### src/rtl/mmio_console_port.sv
// MMIO console responder: register window with TX byte FIFO, status and cycle counter.
// Optional macro CONSOLE_IRQ_EN adds the irq output and the STATUS irq_en bit.
module mmio_console_port #(
   parameter logic [31:0] BASE_ADDR  = 32'h0000_FF00,
   parameter int          FIFO_DEPTH = 8,
   parameter int          PTR_W      = 3
) (
   input  logic        clk,
   input  logic        reset,
   input  logic [31:0] addr,
   input  logic        wr,
   input  logic [31:0] wdata,
   output logic [31:0] rdata,
   output logic        hit,
   output logic        tx_valid,
   output logic [7:0]  tx_data,
   input  logic        tx_ready
`ifdef CONSOLE_IRQ_EN
   ,
   output logic        irq
`endif
);

   localparam logic [7:0]     OFF_TX  = 8'h00;
   localparam logic [7:0]     OFF_ST  = 8'h04;
   localparam logic [7:0]     OFF_CYC = 8'h08;
   localparam logic [PTR_W:0] DEPTH_C = (PTR_W+1)'(FIFO_DEPTH);

   logic [FIFO_DEPTH-1:0][7:0] mem_q, mem_d;
   logic [PTR_W-1:0] rd_ptr_q, rd_ptr_d, wr_ptr_q, wr_ptr_d;
   logic [PTR_W:0]   count_q, count_d;
   logic             ovf_q, ovf_d;
   logic [31:0]      cyc_q, cyc_d;
   logic             phase_q, phase_d;
   logic [31:0]      rdata_q, rdata_d;
   logic             wr_q, wr_d;
   logic [7:0]       off_q, off_d;

   logic [7:0] off;
   logic       acc_wr, fire, fire_tx, fire_st, fire_cyc;
   logic       full, empty, pop, push_ok;
   logic       irq_en;
   logic       unused_bits;

   assign off      = addr[7:0];
   assign hit      = (addr[31:8] == BASE_ADDR[31:8]);
   assign acc_wr   = hit && wr;
   // Held write strobes act once: only the first cycle of a same-offset run fires.
   assign fire     = acc_wr && !(wr_q && (off_q == off));
   assign fire_tx  = fire && (off == OFF_TX);
   assign fire_st  = fire && (off == OFF_ST);
   assign fire_cyc = fire && (off == OFF_CYC);

   assign full     = (count_q == DEPTH_C);
   assign empty    = (count_q == '0);
   assign tx_valid = !empty;
   assign tx_data  = mem_q[rd_ptr_q];
   assign pop      = tx_valid && tx_ready;
   assign push_ok  = fire_tx && (!full || pop);
   assign rdata    = rdata_q;

   assign unused_bits = ^{wdata[31:8], BASE_ADDR[7:0]};

   always_comb begin
      mem_d    = mem_q;
      rd_ptr_d = rd_ptr_q;
      wr_ptr_d = wr_ptr_q;
      count_d  = count_q;
      ovf_d    = ovf_q;
      if (push_ok) begin
         mem_d[wr_ptr_q] = wdata[7:0];
         wr_ptr_d        = wr_ptr_q + 1'b1;
      end
      if (pop) rd_ptr_d = rd_ptr_q + 1'b1;
      case ({push_ok, pop})
         2'b10:   count_d = count_q + 1'b1;
         2'b01:   count_d = count_q - 1'b1;
         default: count_d = count_q;
      endcase
      if (fire_tx && full && !pop) ovf_d = 1'b1;
      else if (fire_st && wdata[2]) ovf_d = 1'b0;
   end

   // Counter advances on every second edge; a load also restarts the phase.
   always_comb begin
      phase_d = !phase_q;
      cyc_d   = phase_q ? cyc_q + 32'd1 : cyc_q;
      if (fire_cyc) begin
         cyc_d   = '0;
         phase_d = 1'b0;
      end
   end

   always_comb begin
      wr_d    = acc_wr;
      off_d   = off;
      rdata_d = rdata_q;
      if (hit && !wr) begin
         case (off)
            OFF_ST:  rdata_d = {16'b0, 8'(count_q), 4'b0, irq_en, ovf_q, full, empty};
            OFF_CYC: rdata_d = cyc_q;
            default: rdata_d = '0;
         endcase
      end
   end

   always_ff @(posedge clk or negedge reset) begin
      if (!reset) begin
         mem_q    <= '0;
         rd_ptr_q <= '0;
         wr_ptr_q <= '0;
         count_q  <= '0;
         ovf_q    <= 1'b0;
         cyc_q    <= '0;
         phase_q  <= 1'b0;
         rdata_q  <= '0;
         wr_q     <= 1'b0;
         off_q    <= '0;
      end else begin
         mem_q    <= mem_d;
         rd_ptr_q <= rd_ptr_d;
         wr_ptr_q <= wr_ptr_d;
         count_q  <= count_d;
         ovf_q    <= ovf_d;
         cyc_q    <= cyc_d;
         phase_q  <= phase_d;
         rdata_q  <= rdata_d;
         wr_q     <= wr_d;
         off_q    <= off_d;
      end
   end

`ifdef CONSOLE_IRQ_EN
   logic irq_en_q, irq_en_d, drained_q, drained_d, irq_q, irq_d;

   assign irq_en = irq_en_q;
   assign irq    = irq_q;

   // irq tracks next-cycle state so it lines up with the FIFO it describes.
   always_comb begin
      irq_en_d  = fire_st ? wdata[3] : irq_en_q;
      drained_d = drained_q;
      if (fire_tx) drained_d = 1'b0;
      else if (pop && !push_ok && (count_q == 1)) drained_d = 1'b1;
      irq_d = irq_en_d && (count_d == '0) && drained_d;
   end

   always_ff @(posedge clk or negedge reset) begin
      if (!reset) begin
         irq_en_q  <= 1'b0;
         drained_q <= 1'b0;
         irq_q     <= 1'b0;
      end else begin
         irq_en_q  <= irq_en_d;
         drained_q <= drained_d;
         irq_q     <= irq_d;
      end
   end
`else
   assign irq_en = 1'b0;
`endif

endmodule

### config.mk
export PLATFORM = sky130hd
export DESIGN_NAME = mmio_console_port
export DESIGN_NICKNAME = d
export VERILOG_FILES = /design/src/rtl/mmio_console_port.sv
export SDC_FILE = /design/constraint.sdc
export NUM_CORES = 1
export LEC_CHECK = 0
export CAP_MARGIN = 10
export CORE_MARGIN = 3
export CORE_UTILIZATION = 45
export DETAILED_ROUTE_END_ITERATION = 8
export GPL_TIMING_DRIVEN = 0
export PLACE_DENSITY_LB_ADDON = 0.05
export SLEW_MARGIN = 20
export SYNTH_ARGS = -nofsm -noshare
export SYNTH_HDL_FRONTEND = slang
export SYNTH_SLANG_ARGS = --single-unit
### constraint.sdc
create_clock -name clk -period 3.4 [get_ports clk]
set_clock_uncertainty 0.15 [all_clocks]
set_input_delay 0.51 -clock clk [delete_from_list [all_inputs] [get_ports clk]]
set_output_delay 0.51 -clock clk [all_outputs]
set_load 0.02 [all_outputs]
==> flow_summary_export.csv, run 1 <==
group,metric,value,unit
global_routing,grt_antenna_before_repair,0,
final_layout,syn_to_final_growth,25.8,%
synth,synth_warnings,0,
synth,synthArstFlopShare,100,%
setup_path,required,3540,ps
final_layout,finalNetCount,741,
placement,place_congestion,0.827,
clocking,clkTransAtPathRegs,50,ps
synth,yosys.cell_types.count,46,
clocking,cts_tree,"built",
setup_path,cp.arrival,3460,ps
final_layout,postLayoutCellArea,8880,sq um
synth,yosys-top-cells-area,"dfrtp_1 53%, mux2_2 12%, mux4_2 5.1%",
synth,synth_seq_cells,149,
run,max_cap_violations,0,
timing,layout_setup_ws,79.4,ps
status,status,"finished, final reports clean",
clocking,clockBufferDepth,2,
floorplan,ios,110,
clocking,numCtsBuffers,17,
global_routing,grt_overflow,0,
final_layout,final_common_cell,"dfrtp_1",
final_layout,n_antenna_cell,0,
floorplan,die_x,131,um
synth,syn_nets,630,
placement,dp.cells,854,
setup_path,crit_chain,"clkdlybuf4s50_1, or4_4, nor4_4, nand3_4, buf_12, nor4_4, inv_1, ha_2, clkbuf_8, xor2_1, ha_2, a21oi_2, xor2_1, nor2_1, xor2_1",
detailed_routing,dr.pass1.iters,4,
detailed_routing,ant_nets,0,
timing,slew_viol_final,0,
global_routing,grt_max_degree,88,
synth,synth_edf_count,0,
floorplan,row_count,45,
synth,syn-cell-area,7060,sq um
detailed_routing,routed_via_density,5.30,
setup_path,slowest_stage,"or4_4",
power,ir_worst_vdd,0.434,mV
clocking,cts_max_level,4,
floorplan,die_y,131,um
power,p_leak,3.91,nW
timing,worstMarginPinSlew,916,ps
synth,netlist_instances,556,
setup_path,crit_type,"input pin to flop",
synth,synth_top_area_share,52.8,%
timing,hold_viol_final,0,
global_routing,first_global_vias,4971,
detailed_routing,drt_drc_violations_left,0,
final_layout,layout_common_cells,"149 x dfrtp_1, 83 x clkdlybuf4s50_1, 73 x mux2_2, 52 x nor2_1, 28 x xnor2_1",
detailed_routing,wl_per_cell,17.3,um
final_layout,final_cells,889,
floorplan,fp.coreArea,15300,sq um
setup_path,worst-path-max-fanout,6,
timing,setup_viol,0,
global_routing,grt_pass1_wl,26100,um
synth,ys.flop_type,"dfrtp_1",
detailed_routing,wl,15300,um
synth,ys_seq_area_share,52.8,%
timing,fin_crit_sh,97.7,%
placement,place_ws,-848,ps
final_layout,utilization,58.2,%
setup_path,slowest_delay,540,ps
floorplan,dieArea,17200,sq um
hold_path,hold_class,"input pin to flop",
power,p_total,4.13,mW
clocking,clock-sinks,149,
power,p_per_area,465,nW/um^2
clocking,cts-root-buf,"clkbuf_16",
detailed_routing,dr.first_iter.drc_count,239,
floorplan,initial_utilization,46.3,%
final_layout,fillCellCount,1291,
global_routing,grt_usage,18.8,%
timing,fmax,301,MHz
timing,period_minus_slack,3320,ps
final_layout,drive_gt1_share,26.3,%
detailed_routing,vias,4715,
setup_path,endpoint_kind,"flop",
synth,yosysTopAreaCell,"dfrtp_1",
timing,grt_setup_unrepaired,"yes",
clocking,clk_latency,420,ps
setup_path,crit_path_start_kind,"input pin",
placement,numPortBuffers,85,
placement,dp_hpwl,10600,um
timing,maxSlewHeadroom,38.4,%
synth,synth_area_per_cell,12.7,sq um
placement,placed_cell_area,8260,sq um
setup_path,path_common_cell,"xor2_1",
[worst paths after layout]
| check | start | end | slack [ps] | depth (start not counted) |
|---|---|---|---|---|
| min reg2reg | mem_q[15] | mem_q[15] | 340 | 1 |
| max in group asynchronous | reset | mem_q[11] | 1840 | 3 |
| max | addr[20] | count_q[2] | 80 | 15 |
| max reg2reg | off_q[7] | count_q[2] | 500 | 14 |
| min | addr[2] | off_q[2] | 320 | 1 |
| min in group asynchronous | reset | rdata[6] | 500 | 2 |
[sequential cells by signal (all words and copies together), names as in the netlist]
register and count:
cyc_q 32, off_q 8, mem_q 64, phase_q 1
ovf_q 1, rdata 32, count_q 4, wr_q 1
wr_ptr_q 3, rd_ptr_q 3
[where the power goes]
part	switching, mW	internal (mW)
Clock	0.666	1.02
Sequential	0.0575	1.82
Combinational	0.293	0.269
[critical path, delay by kind of cell]
| kind | cells | cell delay, ps |
|---|---|---|
| AO/OA/AOI/OAI | 1 | 110 |
| XOR/XNOR | 3 | 430 |
| adder cells (fa/ha/maj) | 2 | 370 |
| buffers and inverters | 4 | 780 |
| AND/OR/NAND/NOR | 5 | 1260 |
[synthesized netlist by cell type (3+ instances only)]
cell,count
xor2_1,20
a21oi_1,8
nand4_1,12
mux4_2,16
nor4_4,9
a31o_2,23
xnor2_1,28
clkbuf_1,25
inv_1,9
nand4b_1,3
nor2_1,52
nand3_1,12
nand2_1,16
nand3b_1,3
and4_1,6
ha_1,6
dfrtp_1,149
mux2_2,73
or4_1,4
nor4_1,6
nor2b_1,24
a22oi_1,7
nand2b_1,4
nor3_1,12
[through the flow]
step / TNS [ps] / hold WS [ps]
after floorplan: -10.6 / 64.4
after global placement: -704150 / 316
after detailed placement: -47890 / 324
after CTS: 0 / 336
after global routing: -73.6 / 322
final: 0 / 322
[timing repair]
item | in CTS | in global routing
buffers inserted | 6 | 1
resized for setup | 13 | 6
pin swaps | 5 | 5
endpoints found under the hold margin | 86 | 0
hold buffers | 1 | 0
setup endpoints to repair | 43 | 40
[layout make-up]
cell class	count	area (sq um)	area share [%]
plain buffers	27	148	1.66
clock buffers	26	469	5.29
clock inverters	4	50.0	0.564
inverters	9	33.8	0.381
multi-input cells	368	3230	36.4
flip-flops and latches	149	3730	42.0
well taps	211	264	2.97
repair buffers	95	953	10.7
[kinds of logic (layout without fill, tap and decap cells)]
logic type      Yosys count  in the layout  synth area share, %
simple gates            177            177                 15.8
flops                   149            149                 52.8
mux                      92             92                 17.2
xor+xnor                 48             48                 5.96
compound gates           45             45                 4.93
buf+inv                  39            161                 2.22
fa+ha+maj                 6              6                 1.06
[per-layer routing]
| layer | share of wire, % | vias up | GRT usage, % |
|---|---|---|---|
| met5 | 0 | - | 0 |
| met4 | 1.7 | 0 | 5.89 |
| met3 | 3.0 | 24 | 3.83 |
| met2 | 50 | 77 | 31.6 |
| met1 | 45 | 2386 | 24.7 |
| li1 | - | 2228 | - |
Power figures use the tool's default switching activity.
==> run 2: changes to the inputs <==
--- a/config.mk
+++ b/config.mk
@@ -10,6 +10,7 @@
 export CORE_UTILIZATION = 45
 export DETAILED_ROUTE_END_ITERATION = 8
 export GPL_TIMING_DRIVEN = 0
+export MAX_ROUTING_LAYER = met4
 export PLACE_DENSITY_LB_ADDON = 0.05
 export SLEW_MARGIN = 20
 export SYNTH_ARGS = -nofsm -noshare
==> flow_summary_export.csv, run 2 (synthesis gave the netlist of run 1 again) <==
group,metric,value,unit
status,status,"finished, final reports clean",
global_routing,first_global_vias,4974,
final_layout,drive_gt1_share,26.3,%
timing,fmax,302,MHz
placement,place_congestion,0.839,
power,ir_worst_vdd,0.437,mV
hold_path,hold_class,"input pin to flop",
final_layout,final_common_cell,"dfrtp_1",
floorplan,die_x,131,um
final_layout,largest_reg_flops,64,
final_layout,final_cells,889,
detailed_routing,ant_nets,0,
global_routing,grt_max_degree,88,
placement,placed_cell_area,8260,sq um
detailed_routing,vias,4677,
setup_path,worst-path-max-fanout,6,
timing,setup_tns,0,ps
power,p_total,4.13,mW
global_routing,grt_pass1_wl,26100,um
global_routing,grt_overflow,0,
timing,period_minus_slack,3310,ps
clocking,numCtsBuffers,17,
timing,layout_setup_ws,86.1,ps
floorplan,dieArea,17200,sq um
timing,worstMarginPinSlew,926,ps
clocking,clockBufferDepth,2,
final_layout,utilization,58.2,%
floorplan,ios,110,
power,p_leak,3.91,nW
clocking,cts_tree,"built",
final_layout,finalNetCount,741,
setup_path,cp.arrival,3460,ps
final_layout,n_antenna_cell,0,
floorplan,initial_utilization,46.3,%
setup_path,crit_path_start_kind,"input pin",
clocking,cts_max_level,4,
floorplan,row_count,45,
setup_path,endpoint_kind,"flop",
clocking,clock-sinks,149,
final_layout,syn_to_final_growth,25.8,%
timing,slew_viol_final,0,
detailed_routing,wl_per_cell,17.2,um
floorplan,die_y,131,um
timing,whs,314,ps
clocking,cts-root-buf,"clkbuf_16",
final_layout,regMostFlops,"mem_q",
setup_path,required,3540,ps
final_layout,postLayoutCellArea,8880,sq um
floorplan,fp.coreArea,15300,sq um
clocking,clk_latency,420,ps
run,max_cap_violations,0,
placement,numPortBuffers,85,
placement,dp_hpwl,10600,um
timing,maxSlewHeadroom,37.7,%
detailed_routing,routed_via_density,5.26,
timing,grt_setup_unrepaired,"yes",
timing,hold_viol_final,0,
timing,setup_viol,0,
setup_path,crit_type,"input pin to flop",
placement,dp.cells,854,
global_routing,grt_antenna_before_repair,0,
timing,fin_crit_sh,97.5,%
detailed_routing,drt_drc_violations_left,0,
detailed_routing,dr.first_iter.drc_count,265,
final_layout,layout_common_cells,"149 x dfrtp_1, 83 x clkdlybuf4s50_1, 73 x mux2_2, 52 x nor2_1, 28 x xnor2_1",
power,p_per_area,465,nW/um^2
global_routing,grt_usage,19.3,%
detailed_routing,wl,15300,um
clocking,clkTransAtPathRegs,50,ps
placement,place_ws,-848,ps
detailed_routing,dr.pass1.iters,5,
-- run 2: final cells by class --
| cell class | count | area (sq um) |
|---|---|---|
| fill | 1291 | 6380 |
| sequential | 149 | 3730 |
| multi-input combinational | 368 | 3230 |
| timing repair buffer | 95 | 953 |
| clock buffer | 26 | 469 |
| tap | 211 | 264 |
| buffer | 27 | 148 |
| clock inverter | 4 | 50.0 |
| inverter | 9 | 33.8 |
-- run 2: worst paths after layout --
check / start / to / slack, ps / cells past startpoint
min reg2reg: mem_q[15] / mem_q[15] / 330 / 1
max: addr[20] / count_q[2] / 90 / 15
min in group asynchronous: reset / rdata[6] / 500 / 2
max in group asynchronous: reset / mem_q[11] / 1850 / 3
max reg2reg: off_q[7] / count_q[2] / 510 / 14
min: addr[2] / off_q[2] / 310 / 1
-- run 2: timing repair --
item / CTS / global route
endpoints found under the setup margin: 43 / 40
buffers inserted: 6 / 1
gates resized for setup: 13 / 6
pin swaps: 5 / 5
hold endpoints to repair: 86 / 0
hold buffers: 1 / 0
-- run 2: worst max-delay path, stage by stage --
cell and delay, ps:
clkdlybuf4s50_1 400, or4_4 540, nor4_4 380, nand3_4 130
buf_12 150, nor4_4 150, inv_1 90, ha_2 180
clkbuf_8 140, xor2_1 140, ha_2 190, a21oi_2 110
xor2_1 150, nor2_1 60, xor2_1 140
-- run 2: per-layer routing --
| layer | vias up | global-route usage, % | part of all wire (%) |
|---|---|---|---|
| li1 | 2230 | - | - |
| met1 | 2356 | 24.6 | 45 |
| met3 | 23 | 3.56 | 3.2 |
| met4 | 0 | 6.07 | 1.6 |
| met2 | 68 | 31.8 | 50 |
| met5 | - | - | 0 |
-- run 2: where the power goes --
part           leakage [nW]  switching, mW  internal (mW)
Sequential             2.03         0.0570           1.82
Clock                 0.244          0.670           1.02
Combinational          1.64          0.292          0.269
==> run 3: changes to the inputs <==
--- a/config.mk
+++ b/config.mk
@@ -8,6 +8,8 @@
 export CAP_MARGIN = 10
 export CORE_MARGIN = 3
 export CORE_UTILIZATION = 45
+export CTS_BUF_LIST = sky130_fd_sc_hd__clkbuf_4 sky130_fd_sc_hd__clkbuf_8
+export CTS_CLUSTER_SIZE = 12
 export DETAILED_ROUTE_END_ITERATION = 8
 export GPL_TIMING_DRIVEN = 0
 export MAX_ROUTING_LAYER = met4
==> flow_summary_export.csv, run 3 (synthesis gave the netlist of run 1 again) <==
group,metric,value,unit
global_routing,grt.busiest_layer,"met2",
floorplan,dieArea,17200,sq um
timing,worstMarginPinSlew,927,ps
floorplan,die_x,131,um
placement,numPortBuffers,85,
setup_path,path_common_cell,"xor2_1",
timing,layout_setup_ws,102,ps
setup_path,required,3560,ps
status,status,"finished, final reports clean",
final_layout,largest_reg_flops,64,
global_routing,grt_max_degree,88,
clocking,clkTransAtPathRegs,70,ps
global_routing,first_global_vias,4924,
global_routing,grtUsageMet3,3.48,%
placement,placed_cell_area,8260,sq um
setup_path,crit_type,"input pin to flop",
clocking,clock-sinks,149,
placement,place_ws,-848,ps
placement,place_congestion,0.839,
detailed_routing,drt_drc_violations_left,0,
final_layout,regMostFlops,"mem_q",
setup_path,crit_path_start_kind,"input pin",
timing,hold_viol_final,0,
global_routing,grt_antenna_before_repair,0,
setup_path,cp.arrival,3460,ps
floorplan,initial_utilization,46.3,%
clocking,cts-root-buf,"clkbuf_8",
placement,dp.cells,854,
floorplan,fp.coreArea,15300,sq um
final_layout,final_common_cell,"dfrtp_1",
final_layout,postLayoutCellArea,8710,sq um
setup_path,path_delay_family,"simple AND/OR/NAND/NOR gates",
timing,maxSlewHeadroom,37.7,%
hold_path,hold_class,"input pin to flop",
setup_path,crit_chain,"clkdlybuf4s50_1, or4_4, nor4_4, nand3_4, buf_12, nor4_4, inv_1, ha_2, clkbuf_8, xor2_1, ha_2, a21oi_2, xor2_1, nor2_1, xor2_1",
detailed_routing,vias,4664,
timing,grt_setup_unrepaired,"yes",
setup_path,endpoint_kind,"flop",
floorplan,row_count,45,
floorplan,die_y,131,um
run,max_cap_violations,0,
clocking,cts_max_level,4,
final_layout,n_antenna_cell,0,
clocking,numCtsBuffers,17,
detailed_routing,routed_via_density,5.25,
power,p_leak,3.84,nW
final_layout,syn_to_final_growth,23.4,%
setup_path,slowest_delay,540,ps
timing,period_minus_slack,3300,ps
timing,fin_crit_sh,97.0,%
clocking,clockBufferDepth,2,
timing,slew_viol_final,0,
setup_path,worstPathBufferInverterCount,4,
final_layout,drive_gt1_share,27.3,%
power,ir_worst_vdd,0.295,mV
clocking,clk_latency,450,ps
detailed_routing,dr.pass1.iters,4,
detailed_routing,ant_nets,0,
detailed_routing,dr.first_iter.drc_count,195,
final_layout,finalNetCount,740,
global_routing,met2_usage,31.3,%
timing,fmax,303,MHz
power,p_total,3.71,mW
detailed_routing,wl,15200,um
timing,setup_viol,0,
placement,dp_hpwl,10600,um
setup_path,slowest_stage,"or4_4",
clocking,cts_tree,"built",
final_layout,layout_common_cells,"148 x dfrtp_1, 83 x clkdlybuf4s50_1, 73 x mux2_2, 52 x nor2_1, 28 x xnor2_1",
global_routing,grt_pass1_wl,25800,um
floorplan,ios,110,
global_routing,grt_overflow,0,
final_layout,final_cells,888,
global_routing,grt_util_met1,24.4,%
detailed_routing,wl_per_cell,17.2,um
global_routing,grt_usage,19.2,%
final_layout,utilization,57.1,%
power,p_per_area,426,nW/um^2
setup_path,worst-path-max-fanout,6,
-- run 3: cell types whose count changed in the layout (fill, tap and decap cells not counted), moves of 7 or more --
| cell | delta |
|---|---|
| clkbuf_4 | +7 |
| clkbuf_8 | +17 |
| clkbuf_1 | -7 |
| clkbuf_16 | -17 |
-- run 3: final cells by class --
| cell class | instances | area (sq um) |
|---|---|---|
| Fill cell | 1309 | 6550 |
| Sequential cell | 149 | 3730 |
| Multi-Input combinational cell | 368 | 3230 |
| Timing Repair Buffer | 93 | 938 |
| Clock buffer | 26 | 308 |
| Tap cell | 211 | 264 |
| Buffer | 28 | 155 |
| Clock inverter | 4 | 50.0 |
| Inverter | 9 | 33.8 |
-- run 3: path summary, 6_finish.rpt --
check	depth (start not counted)	slack, ps	startpoint	end
min in group asynchronous	2	490	reset	rdata[6]
max reg2reg	14	490	off_q[1]	count_q[2]
max	15	100	addr[20]	count_q[2]
min	1	290	addr[2]	off_q[2]
max in group asynchronous	3	1850	reset	mem_q[12]
min reg2reg	1	340	mem_q[15]	mem_q[15]
-- run 3: layer usage --
layer,wire [um],vias up
li1,-,2223
met1,6950,2354
met2,7630,64
met3,375,23
met4,285,0
met5,0,-
-- run 3: where the power goes --
group          switching [mW]  total [mW]  internal, mW
sequential             0.0590        1.88          1.82
clock                   0.604        1.26         0.653
combinational           0.297       0.570         0.273
total                   0.960        3.71          2.75
-- run 3: through the flow --
step	TNS [ps]	hold WS (ps)
after floorplan	-10.6	64.4
after global placement	-704150	316
after detailed placement	-47890	324
after CTS	0	341
after global routing	-36.4	278
final	0	291
-- run 3: timing repair --
| item | in CTS | in global routing |
|---|---|---|
| hold buffers | 1 | 0 |
| pin swaps | 5 | 4 |
| gates resized for setup | 14 | 8 |
| endpoints found under the setup margin | 11 | 22 |
| setup buffers | 5 | 0 |
| hold endpoints to repair | 86 | 0 |
